`src/rtl/bitty_seq_pkg.sv`:
```
// Shared definitions for the bitty instruction sequencer: register indices,
// CTRL/STATUS bit positions and the sequencer state encoding.
package bitty_seq_pkg;

    // Register indices decoded from wbs_adr_i[4:2]
    localparam logic [2:0] REG_CTRL    = 3'd0;
    localparam logic [2:0] REG_INSTR   = 3'd1;
    localparam logic [2:0] REG_RESULT  = 3'd2;
    localparam logic [2:0] REG_STATUS  = 3'd3;
    localparam logic [2:0] REG_DONECNT = 3'd4;

    // CTRL bits
    localparam int CTRL_EN       = 0;
    localparam int CTRL_SOFT_RST = 1;
    localparam int CTRL_IRQ_EN   = 2;

    // STATUS bits ([3:0] hold the FIFO count)
    localparam int ST_EMPTY   = 4;
    localparam int ST_FULL    = 5;
    localparam int ST_BUSY    = 6;
    localparam int ST_DONE    = 8;
    localparam int ST_TIMEOUT = 9;
    localparam int ST_OVF     = 10;

    typedef enum logic [1:0] {
        S_IDLE,
        S_ISSUE,
        S_WAIT,
        S_CAPTURE
    } seq_state_t;

endpackage

```
`src/rtl/bitty_instr_fifo.sv`:
```
// Synchronous instruction FIFO. A push while full is dropped; flush empties
// the queue and takes priority over push/pop in the same cycle.
module bitty_instr_fifo #(
    parameter  int BITS  = 16,
    parameter  int DEPTH = 4,
    localparam int AW    = $clog2(DEPTH),
    localparam int CW    = $clog2(DEPTH + 1)
) (
    input  logic            clk,
    input  logic            rst,
    input  logic            push,
    input  logic [BITS-1:0] push_data,
    input  logic            pop,
    input  logic            flush,
    output logic [BITS-1:0] head,
    output logic            full,
    output logic            empty,
    output logic [CW-1:0]   count
);

    logic [BITS-1:0] mem [DEPTH];
    logic [AW-1:0]   rd_ptr;
    logic [AW-1:0]   wr_ptr;
    logic            do_push;
    logic            do_pop;

    assign full    = (count == CW'(DEPTH));
    assign empty   = (count == '0);
    assign head    = mem[rd_ptr];
    assign do_push = push & ~full & ~flush;
    assign do_pop  = pop & ~empty & ~flush;

    // Storage array; contents are don't-care while the FIFO is empty
    always_ff @(posedge clk) begin
        if (do_push) mem[wr_ptr] <= push_data;
    end

    // Pointers wrap naturally because DEPTH is a power of two
    always_ff @(posedge clk) begin
        if (rst || flush) begin
            rd_ptr <= '0;
            wr_ptr <= '0;
            count  <= '0;
        end else begin
            if (do_push) wr_ptr <= wr_ptr + AW'(1);
            if (do_pop)  rd_ptr <= rd_ptr + AW'(1);
            case ({do_push, do_pop})
                2'b10:   count <= count + CW'(1);
                2'b01:   count <= count - CW'(1);
                default: count <= count;
            endcase
        end
    end

endmodule

```
`src/rtl/bitty_wb_sequencer.sv`:
```
// Wishbone-slave sequencer for the bitty core: queues instructions, issues
// them one at a time, captures results, raises an irq and times out a hung
// core. Optional macro BITTY_SEQ_PERF_EN adds a saturating busy-cycle
// counter at STATUS[31:16].
module bitty_wb_sequencer
    import bitty_seq_pkg::*;
#(
    parameter int BITS    = 16,
    parameter int DEPTH   = 4,
    parameter int TIMEOUT = 255
) (
    input  logic            wb_clk_i,
    input  logic            wb_rst_i,
    input  logic            wbs_cyc_i,
    input  logic            wbs_stb_i,
    input  logic            wbs_we_i,
    input  logic [3:0]      wbs_sel_i,
    input  logic [31:0]     wbs_adr_i,
    input  logic [31:0]     wbs_dat_i,
    output logic            wbs_ack_o,
    output logic [31:0]     wbs_dat_o,
    output logic            core_run_o,
    output logic            core_reset_o,
    output logic [BITS-1:0] core_instr_o,
    input  logic            core_done_i,
    input  logic [BITS-1:0] core_dout_i,
    output logic            irq_o
);

    localparam int         CW  = $clog2(DEPTH + 1);
    localparam logic [7:0] TO8 = 8'(TIMEOUT);

    seq_state_t      state;
    logic [7:0]      wait_cnt;
    logic            rst_pulse;
    logic            enable, irq_en;
    logic            done_sticky, to_sticky, ovf_sticky;
    logic [BITS-1:0] result;
    logic [15:0]     done_cnt;
    logic [31:0]     rdata;

    logic [BITS-1:0] fifo_head;
    logic            fifo_full, fifo_empty;
    logic [CW-1:0]   fifo_count;

    // Bus decode: a transfer is accepted only while ack is low
    logic       valid, acc, wr_acc, rd_acc;
    logic [2:0] idx;
    logic       ctrl_wr, instr_wr, status_wr, soft_rst;
    logic       capture_evt, timeout_evt;
    logic       unused_bits;

    assign valid     = wbs_cyc_i & wbs_stb_i;
    assign acc       = valid & ~wbs_ack_o;
    assign wr_acc    = acc & wbs_we_i & (|wbs_sel_i);
    assign rd_acc    = acc & ~wbs_we_i;
    assign idx       = wbs_adr_i[4:2];
    assign ctrl_wr   = wr_acc && (idx == REG_CTRL);
    assign instr_wr  = wr_acc && (idx == REG_INSTR);
    assign status_wr = wr_acc && (idx == REG_STATUS);
    assign soft_rst  = ctrl_wr & wbs_dat_i[CTRL_SOFT_RST];

    // A soft reset aborts whatever the FSM would have done this cycle
    assign capture_evt = (state == S_CAPTURE) & ~soft_rst;
    assign timeout_evt = (state == S_WAIT) & ~core_done_i & (wait_cnt == TO8) & ~soft_rst;

    assign core_reset_o = wb_rst_i | rst_pulse;
    assign unused_bits  = &{1'b0, wbs_adr_i[31:5], wbs_adr_i[1:0], wbs_dat_i};

    bitty_instr_fifo #(.BITS(BITS), .DEPTH(DEPTH)) u_fifo (
        .clk       (wb_clk_i),
        .rst       (wb_rst_i),
        .push      (instr_wr),
        .push_data (wbs_dat_i[BITS-1:0]),
        .pop       (state == S_ISSUE),
        .flush     (soft_rst),
        .head      (fifo_head),
        .full      (fifo_full),
        .empty     (fifo_empty),
        .count     (fifo_count)
    );

`ifdef BITTY_SEQ_PERF_EN
    logic [15:0] busy_cyc;

    // Saturating count of cycles spent outside IDLE
    always_ff @(posedge wb_clk_i) begin
        if (wb_rst_i || soft_rst)                     busy_cyc <= '0;
        else if (state != S_IDLE && busy_cyc != '1)   busy_cyc <= busy_cyc + 16'd1;
    end
`endif

    // Read mux; unmapped addresses and bits read as zero
    always_comb begin
        rdata = '0;
        case (idx)
            REG_CTRL: begin
                rdata[CTRL_EN]     = enable;
                rdata[CTRL_IRQ_EN] = irq_en;
            end
            REG_RESULT:  rdata = 32'(result);
            REG_STATUS: begin
                rdata[3:0]        = 4'(fifo_count);
                rdata[ST_EMPTY]   = fifo_empty;
                rdata[ST_FULL]    = fifo_full;
                rdata[ST_BUSY]    = (state != S_IDLE);
                rdata[ST_DONE]    = done_sticky;
                rdata[ST_TIMEOUT] = to_sticky;
                rdata[ST_OVF]     = ovf_sticky;
`ifdef BITTY_SEQ_PERF_EN
                rdata[31:16]      = busy_cyc;
`endif
            end
            REG_DONECNT: rdata = {16'h0, done_cnt};
            default:     rdata = '0;
        endcase
    end

    // Issue/wait/capture sequencing with registered core-side outputs
    always_ff @(posedge wb_clk_i) begin
        if (wb_rst_i) begin
            state        <= S_IDLE;
            wait_cnt     <= '0;
            core_run_o   <= 1'b0;
            core_instr_o <= '0;
            rst_pulse    <= 1'b0;
            result       <= '0;
            done_cnt     <= '0;
        end else begin
            rst_pulse <= 1'b0;
            if (soft_rst) begin
                state      <= S_IDLE;
                core_run_o <= 1'b0;
                rst_pulse  <= 1'b1;
            end else begin
                case (state)
                    S_IDLE: if (enable && !fifo_empty) state <= S_ISSUE;
                    S_ISSUE: begin
                        core_instr_o <= fifo_head;
                        core_run_o   <= 1'b1;
                        wait_cnt     <= '0;
                        state        <= S_WAIT;
                    end
                    S_WAIT: begin
                        wait_cnt <= wait_cnt + 8'd1;
                        if (core_done_i) begin
                            state <= S_CAPTURE;
                        end else if (wait_cnt == TO8) begin
                            rst_pulse  <= 1'b1;
                            core_run_o <= 1'b0;
                            state      <= S_IDLE;
                        end
                    end
                    S_CAPTURE: begin
                        result     <= core_dout_i;
                        done_cnt   <= done_cnt + 16'd1;
                        core_run_o <= 1'b0;
                        state      <= S_IDLE;
                    end
                    default: state <= S_IDLE;
                endcase
            end
        end
    end

    // Bus handshake, control register, sticky flags and interrupt
    always_ff @(posedge wb_clk_i) begin
        if (wb_rst_i) begin
            wbs_ack_o   <= 1'b0;
            wbs_dat_o   <= '0;
            enable      <= 1'b0;
            irq_en      <= 1'b0;
            done_sticky <= 1'b0;
            to_sticky   <= 1'b0;
            ovf_sticky  <= 1'b0;
            irq_o       <= 1'b0;
        end else begin
            wbs_ack_o <= acc;
            wbs_dat_o <= rd_acc ? rdata : 32'h0;
            if (ctrl_wr) begin
                enable <= wbs_dat_i[CTRL_EN];
                irq_en <= wbs_dat_i[CTRL_IRQ_EN];
            end
            // A new event beats a same-cycle clear
            done_sticky <= capture_evt | (done_sticky & ~(status_wr & wbs_dat_i[ST_DONE]));
            to_sticky   <= timeout_evt | (to_sticky & ~(status_wr & wbs_dat_i[ST_TIMEOUT]));
            ovf_sticky  <= (instr_wr & fifo_full) | (ovf_sticky & ~(status_wr & wbs_dat_i[ST_OVF]));
            irq_o       <= irq_en & (done_sticky | to_sticky);
        end
    end

endmodule
```
`config.mk`:
```
export PLATFORM = sky130hd
export DESIGN_NAME = bitty_wb_sequencer
export DESIGN_NICKNAME = d
export VERILOG_FILES = /design/src/rtl/bitty_seq_pkg.sv /design/src/rtl/bitty_instr_fifo.sv /design/src/rtl/bitty_wb_sequencer.sv
export SDC_FILE = /design/constraint.sdc
export NUM_CORES = 1
export LEC_CHECK = 0
export BUFFER_PORTS_ARGS = -buffer_cell sky130_fd_sc_hd__buf_2
export CORE_MARGIN = 2
export CORE_UTILIZATION = 50
export DETAILED_ROUTE_END_ITERATION = 10
export PLACE_DENSITY = 0.81
export SLEW_MARGIN = 20
export SYNTH_ARGS = -nofsm -noshare
export SYNTH_HDL_FRONTEND = slang
export SYNTH_SLANG_ARGS = --single-unit
```
`constraint.sdc`:
```
create_clock -name wb_clk_i -period 3.8 [get_ports wb_clk_i]
set_clock_uncertainty 0.2 [all_clocks]
set_input_delay 0 -clock wb_clk_i [delete_from_list [all_inputs] [get_ports wb_clk_i]]
set_output_delay 0 -clock wb_clk_i [all_outputs]
set_load 0.02 [all_outputs]
```
Word level (Yosys, flattened, before mapping)
Memory sizes are Yosys's and may differ from the RTL's. A register that Yosys moved wholly into a read port is not among the register bits.
Index checks and enable logic that the tools add are counted.
{"block": "totals", "register_bits": 90, "latchBits": 0, "mem_bits_rw": 64, "mem_bits_ro": 0, "output_inout_bits": 52, "n_memories": 1}
{"block": "classes", "addsub": 6, "mul": 0, "div_mod_pow": 0, "magnitude_cmp": 0, "eq_ne": 15, "shift": 0, "mux": 22, "bitwise": 37, "n_reduce_logical": 21}
{"name": "u_fifo.mem", "depth": 4, "width": 16, "read_ports": 1, "rd_ports_with_merged_regs": 1, "wr": 1, "line_no": "bitty_instr_fifo.sv:21", "text": "logic [BITS-1:0] mem [DEPTH];"}
{"operator": "$and A1 B1 Y1", "n": 22}
{"operator": "$add A16 B1 Y16 const B", "n": 1}
{"operator": "$pmux W8 S2", "n": 1}
{"operator": "$pmux W4 S3", "n": 1}
{"operator": "$not A1 Y1", "n": 10}
{"operator": "$pmux W5 S2", "n": 1}
{"operator": "$pmux W3 S3", "n": 1}
{"operator": "$add A8 B1 Y8 const B", "n": 1}
{"operator": "$eq A8 B8 Y1 const B", "n": 1}
{"operator": "$mux W1", "n": 8}
{"operator": "$pmux W1 S4", "n": 2}
{"operator": "$pmux W2 S4", "n": 1}
{"operator": "$reduce_and A2 Y1", "n": 4}
{"operator": "$eq A2 B2 Y1 const B", "n": 3}
{"operator": "$eq A3 B2 Y1 const B", "n": 2}
{"operator": "$eq A3 B3 Y1 const B", "n": 2}
{"operator": "$logic_not A3 Y1", "n": 2}
{"operator": "$mux W2", "n": 3}
{"operator": "$pmux W1 S3", "n": 2}
{"operator": "$pmux W3 S2", "n": 1}
{"operator": "$reduce_bool A2 Y1", "n": 3}
{"operator": "$or A1 B1 Y1", "n": 5}
{"operator": "$add A2 B1 Y2 const B", "n": 2}
{"operator": "$eq A2 B1 Y1 const B", "n": 2}
{"operator": "other kinds (15)", "n": 20}

Depth between registers and ports, before layout
{"block": "depth", "ltp_word": 10, "depth_mapped": 12}

Hierarchy
Synthesis repeated with hierarchy kept, for this count alone.
{"block": "hier_totals", "cells_unflattened": 594, "hier_area_um2": 6603.8}
{"mod": "bitty_wb_sequencer", "n_inst": 1, "cells_each": 453, "area_each_um2": 3774.9, "seq_area_each_um2": 1661.6}
{"mod": "bitty_instr_fifo", "n_inst": 1, "cells_each": 141, "area_each_um2": 2829.0, "seq_area_each_um2": 2102.0}

Worst setup path after synthesis
OpenSTA, ideal clock, no wires.
{"block": "synth_path", "kind": "flip-flop to flip-flop", "from": "register wbs_ack_o", "to": "register u_fifo.count[1]", "setup_time_ns": 0.064, "t_arrival_ns": 2.365, "slack_ns": 1.172, "stages_incl_launch_ff": 11, "path_buffers": 1, "synth_period_minus_slack_ns": 2.628, "path_cell_list": "dfxtp_1 -> nand4b_1 -> nor3_4 -> buf_2 -> nor2_1 -> ha_1 -> inv_1 -> fa_1 -> nor2_1 -> a21oi_1 -> nor2_1"}
{"block": "synth_between", "elab_chain_len": 10, "word_cells_on_any_way": 16}
{"item": "start: declaration", "line_no": "bitty_wb_sequencer.sv:20", "text": "output logic wbs_ack_o,"}
{"item": "start signal: assignment", "line_no": "bitty_wb_sequencer.sv:169", "text": "wbs_ack_o <= 1'b0;"}
{"item": "start signal: assignment", "line_no": "bitty_wb_sequencer.sv:178", "text": "wbs_ack_o <= acc;"}
{"item": "$not A1 Y1 (*)", "line_no": "bitty_wb_sequencer.sv:54", "text": "assign acc = valid & ~wbs_ack_o;"}
{"item": "$and A1 B1 Y1 (*)", "line_no": "bitty_wb_sequencer.sv:54"}
{"item": "$and A1 B1 Y1 (*) (2 in series)", "line_no": "bitty_wb_sequencer.sv:55", "text": "assign wr_acc = acc & wbs_we_i & (|wbs_sel_i);"}
{"item": "$logic_and A1 B1 Y1 (*)", "line_no": "bitty_wb_sequencer.sv:58", "text": "assign ctrl_wr = wr_acc && (idx == REG_CTRL);"}
{"item": "$and A1 B1 Y1 (*)", "line_no": "bitty_wb_sequencer.sv:61", "text": "assign soft_rst = ctrl_wr & wbs_dat_i[CTRL_SOFT_RST];"}
{"item": "$not A1 Y1 (*)", "line_no": "bitty_instr_fifo.sv:31", "text": "assign do_pop = pop & ~empty & ~flush;"}
{"item": "$and A1 B1 Y1 (*)", "line_no": "bitty_instr_fifo.sv:31"}
{"item": "via u_fifo.do_pop", "line_no": "bitty_instr_fifo.sv:25", "text": "logic do_pop;"}
{"item": "$eq A2 B1 Y1 / $eq A2 B2 Y1 (equally long branches)", "line_no": "bitty_instr_fifo.sv:47", "text": "case ({do_push, do_pop})"}
{"item": "$pmux W3 S2 / $reduce_bool A2 Y1 (equally long branches)"}
{"item": "end signal: assignment", "line_no": "bitty_instr_fifo.sv:48", "text": "2'b10: count <= count + CW'(1);"}
{"item": "end signal: assignment", "line_no": "bitty_instr_fifo.sv:49", "text": "2'b01: count <= count - CW'(1);"}
{"item": "end signal: assignment", "line_no": "bitty_instr_fifo.sv:50", "text": "default: count <= count;"}
{"item": "end: declaration", "line_no": "bitty_instr_fifo.sv:18", "text": "output logic [CW-1:0] count"}
The timed path passes the listed nets; every way through them passes the cells marked *.
A chain may end at the register's enable or synchronous reset.

Worst setup path after layout
{"block": "layout_path", "from": "register wbs_ack_o", "to": "register result[11]"}
{"block": "layout_between", "elab_chain_len": 8}
{"item": "$not A1 Y1", "line_no": "bitty_wb_sequencer.sv:54"}
{"item": "$and A1 B1 Y1", "line_no": "bitty_wb_sequencer.sv:54"}
{"item": "$and A1 B1 Y1 (2 in series)", "line_no": "bitty_wb_sequencer.sv:55"}
{"item": "$logic_and A1 B1 Y1", "line_no": "bitty_wb_sequencer.sv:58"}
{"item": "$and A1 B1 Y1", "line_no": "bitty_wb_sequencer.sv:61"}
{"item": "$not A1 Y1"}
{"item": "$reduce_and A2 Y1 (no source line)"}
{"item": "end signal: assignment", "line_no": "bitty_wb_sequencer.sv:155", "text": "result <= core_dout_i;"}
{"item": "end: declaration", "line_no": "bitty_wb_sequencer.sv:38", "text": "logic [BITS-1:0] result;"}
Every way passes these cells.

==> impl_metrics.ini <==
[run_status]
status = finished clean

[die]
design.die.area_mm2 = 0.0139
start_util = 0.512
rows = 41
die_h_um = 118
die_w_um = 118
coreArea_mm2 = 0.0127
pin_count = 142

[timing]
tns_ns = 0
clock.fmax_ghz = 0.305
timing.hold.ws_ns = 0.0677
hold_viol_final = 0
drv_slew = 0
tightestPinTransition_ns = 1.11
finalCritPeriodShare = 0.862
grt_setup_unrepaired = no
maxSlewHeadroom = 0.263
setup_viol = 0
fin_crit_ns = 3.27
setup_ws_ns = 0.526

[job]
max-cap-violations = 0

[placed_design]
place_congestion = 0.871
placedCellCount = 808
portBuffers = 80
pre_cts_ws_ns = 1.16
place_area_mm2 = 0.00692
dp.final_hpwl_um = 9590

[cts]
h-tree-depth = 4
ctsResizeCount = 0
cts_buffers = 17
clkTransAtPathRegs_ns = 0.06
clockBufferDepth = 2
clock-sinks = 154
insertion_delay_ns = 0.43
cts_tree = done
root_buffer = clkbuf_16

[critical_path]
ff2ff_path_depth = 5
worstSetupPathType = flop to flop
critical_path.startpoint_type = flop
r2r-start = wbs_ack_o
worst-r2r-setup-slack_ns = 0.53
endpoint_kind = flop
worst-path-max-fanout = 27
r2r_end = result[11]
required_ns = 3.97
worstPathArrival_ns = 3.44

[layout]
finish.instance_area_mm2 = 0.00806
final-seq-area_mm2 = 0.00372
layout.nets = 813
syn2layout_area_growth_pct = 24.2
instances_no_fill = 896
drive_gt1_frac = 0.192
final_common_cell = dfxtp_1
final_cell_mix = 90 x dfxtp_1, 83 x nand2_1, 80 x buf_2
fillers = 921
diodes = 0
multi_input_area_mm2 = 0.00250

[grt]
antenna_found_initial = 0
grt_usage = 0.223
grt_first_pass_wirelength_um = 24700
grt_max_degree = 41
overflow = 0
grt_pass1_vias = 5104

[synth]
ys_warn_count = 0
synth_cell_types = 53
yosysSeqAreaShare = 0.574
ys_ff_latch = 154
synth_top_cell_by_area = edfxtp_1
ys_async_sr_fraction = 0
synth_flop_cell = dfxtp_1
syn_area_per_cell_um2 = 11.1
mappedNetlistArea_mm2 = 0.00649
synth_edf_count = 64
netlist_instances = 584
synth_area_leaders = edfxtp_1 30%, dfxtp_1 28%, mux4_2 5.6%, a21oi_1 4.9%, nand2_1 4.8%
synth_largest_type_area_fraction = 0.296

[worst_hold_path]
min_path_cells = 5
hp-start = wbs_cyc_i
holdPathEnd = to_sticky
min_path_type = input port to flop

[pwr]
powerDensity_mw_per_mm2 = 438
leakagePower_nw = 2.88
ir_drop_uv = 239

[routing]
wl_met2_um = 8010
drtPass1Iterations = 5
drt-met1-wl_um = 6010
top_layer = met4
routed_wl_um = 15600
wl_met3_um = 978
drt-initial-drc-count = 417
wl_per_cell_um = 17.4
drt-vias-per-instance = 5.78
drc = 0
ant_nets = 0
route.vias.total = 5176
[flip-flops by register name, summed over array words and instances, names as in the netlist]
signal / count
ovf_sticky: 1
u_fifo.count: 3
done_sticky: 1
u_fifo.rd_ptr: 2
irq_o: 1
irq_en: 1
core_instr_o: 16
state: 2
u_fifo.wr_ptr: 2
u_fifo.mem: 64
rst_pulse: 1
wait_cnt: 8
core_run_o: 1
wbs_dat_o: 16
done_cnt: 16
enable: 1
to_sticky: 1
wbs_ack_o: 1
result: 16
[critical path, stage by stage (launching register included)]
cell and delay [ns]:
dfxtp_1 0.35, nand4b_1 0.59, o31ai_4 1.12, nand2_1 0.18
a21oi_1 0.21, dlygate4sd3_1 0.56
[through the flow]
stage / power (mW) / utilization
2_1_floorplan: 1.84 / -
3_3_place_gp: 1.87 / 0.546
3_5_place_dp: 1.88 / 0.546
4_1_cts: 3.52 / 0.636
5_1_grt: 3.60 / 0.636
6_report: 3.53 / 0.636
[synthesized netlist by cell type, types with 2 or more instances]
library cell	instances
o31a_1	3
nor2_1	33
buf_4	17
a22o_1	3
buf_6	3
mux2i_1	4
or4b_1	2
nand4_1	12
nand3_1	14
ha_1	11
o22ai_1	4
edfxtp_1	64
nand2_1	83
o32ai_1	2
o21a_1	3
a2bb2oi_1	2
mux4_2	16
dfxtp_1	90
xnor2_1	2
nor3_1	7
a21oi_1	64
and4_1	4
or3_1	11
or4_1	12
xor2_1	4
inv_1	13
nor2b_1	4
o31ai_1	8
and2_1	6
and3_1	6
a22oi_1	15
clkbuf_1	20
o31ai_4	2
nand2b_1	2
buf_2	7
o21ai_0	14
[how the worst max path moves through the flow]
stage	startpoint	endpoint	slack [ns]	cells after the start
2_1_floorplan	wbs_ack_o	u_fifo.count[1]	1.17	10
3_3_place_gp	wbs_ack_o	done_cnt[5]	1.26	4
3_5_place_dp	wbs_ack_o	done_cnt[14]	1.16	4
4_1_cts	wbs_ack_o	result[13]	0.59	5
5_1_grt	wbs_ack_o	result[13]	0.37	5
6_report	wbs_ack_o	result[11]	0.53	5
[where the power goes]
| group | internal (mW) | switching, mW | leakage (nW) |
|---|---|---|---|
| sequential | 1.72 | 0.00306 | 1.30 |
| combinational | 0.0589 | 0.0905 | 1.30 |
| clock | 0.968 | 0.682 | 0.275 |
[per-layer routing]
layer / vias up / global-route usage
met4: 0 / 0.0964
met2: 271 / 0.396
met3: 59 / 0.0523
met1: 2482 / 0.256
met5: - / 0
li1: 2364 / -
[timing repair]
action / in CTS / in global routing
hold buffers: 56 / 0
hold endpoints to repair: 116 / 0
buffers inserted: 0 / 0
[layout make-up]
type	count	share of cell area
Clock buffer	18	0.0533
Clock inverter	14	0.0182
Inverter	13	0.00605
Multi-Input combinational cell	384	0.310
Sequential cell	154	0.462
Tap cell	172	0.0267
Timing Repair Buffer	141	0.124
[logic make-up (layout without fill, tap and decap cells)]
logic type,Yosys count,count (layout),synth area share
buffers and inverters,61,186,0.0499
AND/OR/NAND/NOR,205,205,0.160
flip-flops,154,154,0.574
AO/OA/AOI/OAI,124,124,0.120
adder cells (fa/ha/maj),12,12,0.0243
other,1,16,0.000578
multiplexers,21,21,0.0634
XOR/XNOR,6,6,0.00810
(Power assumes the default switching activity.)
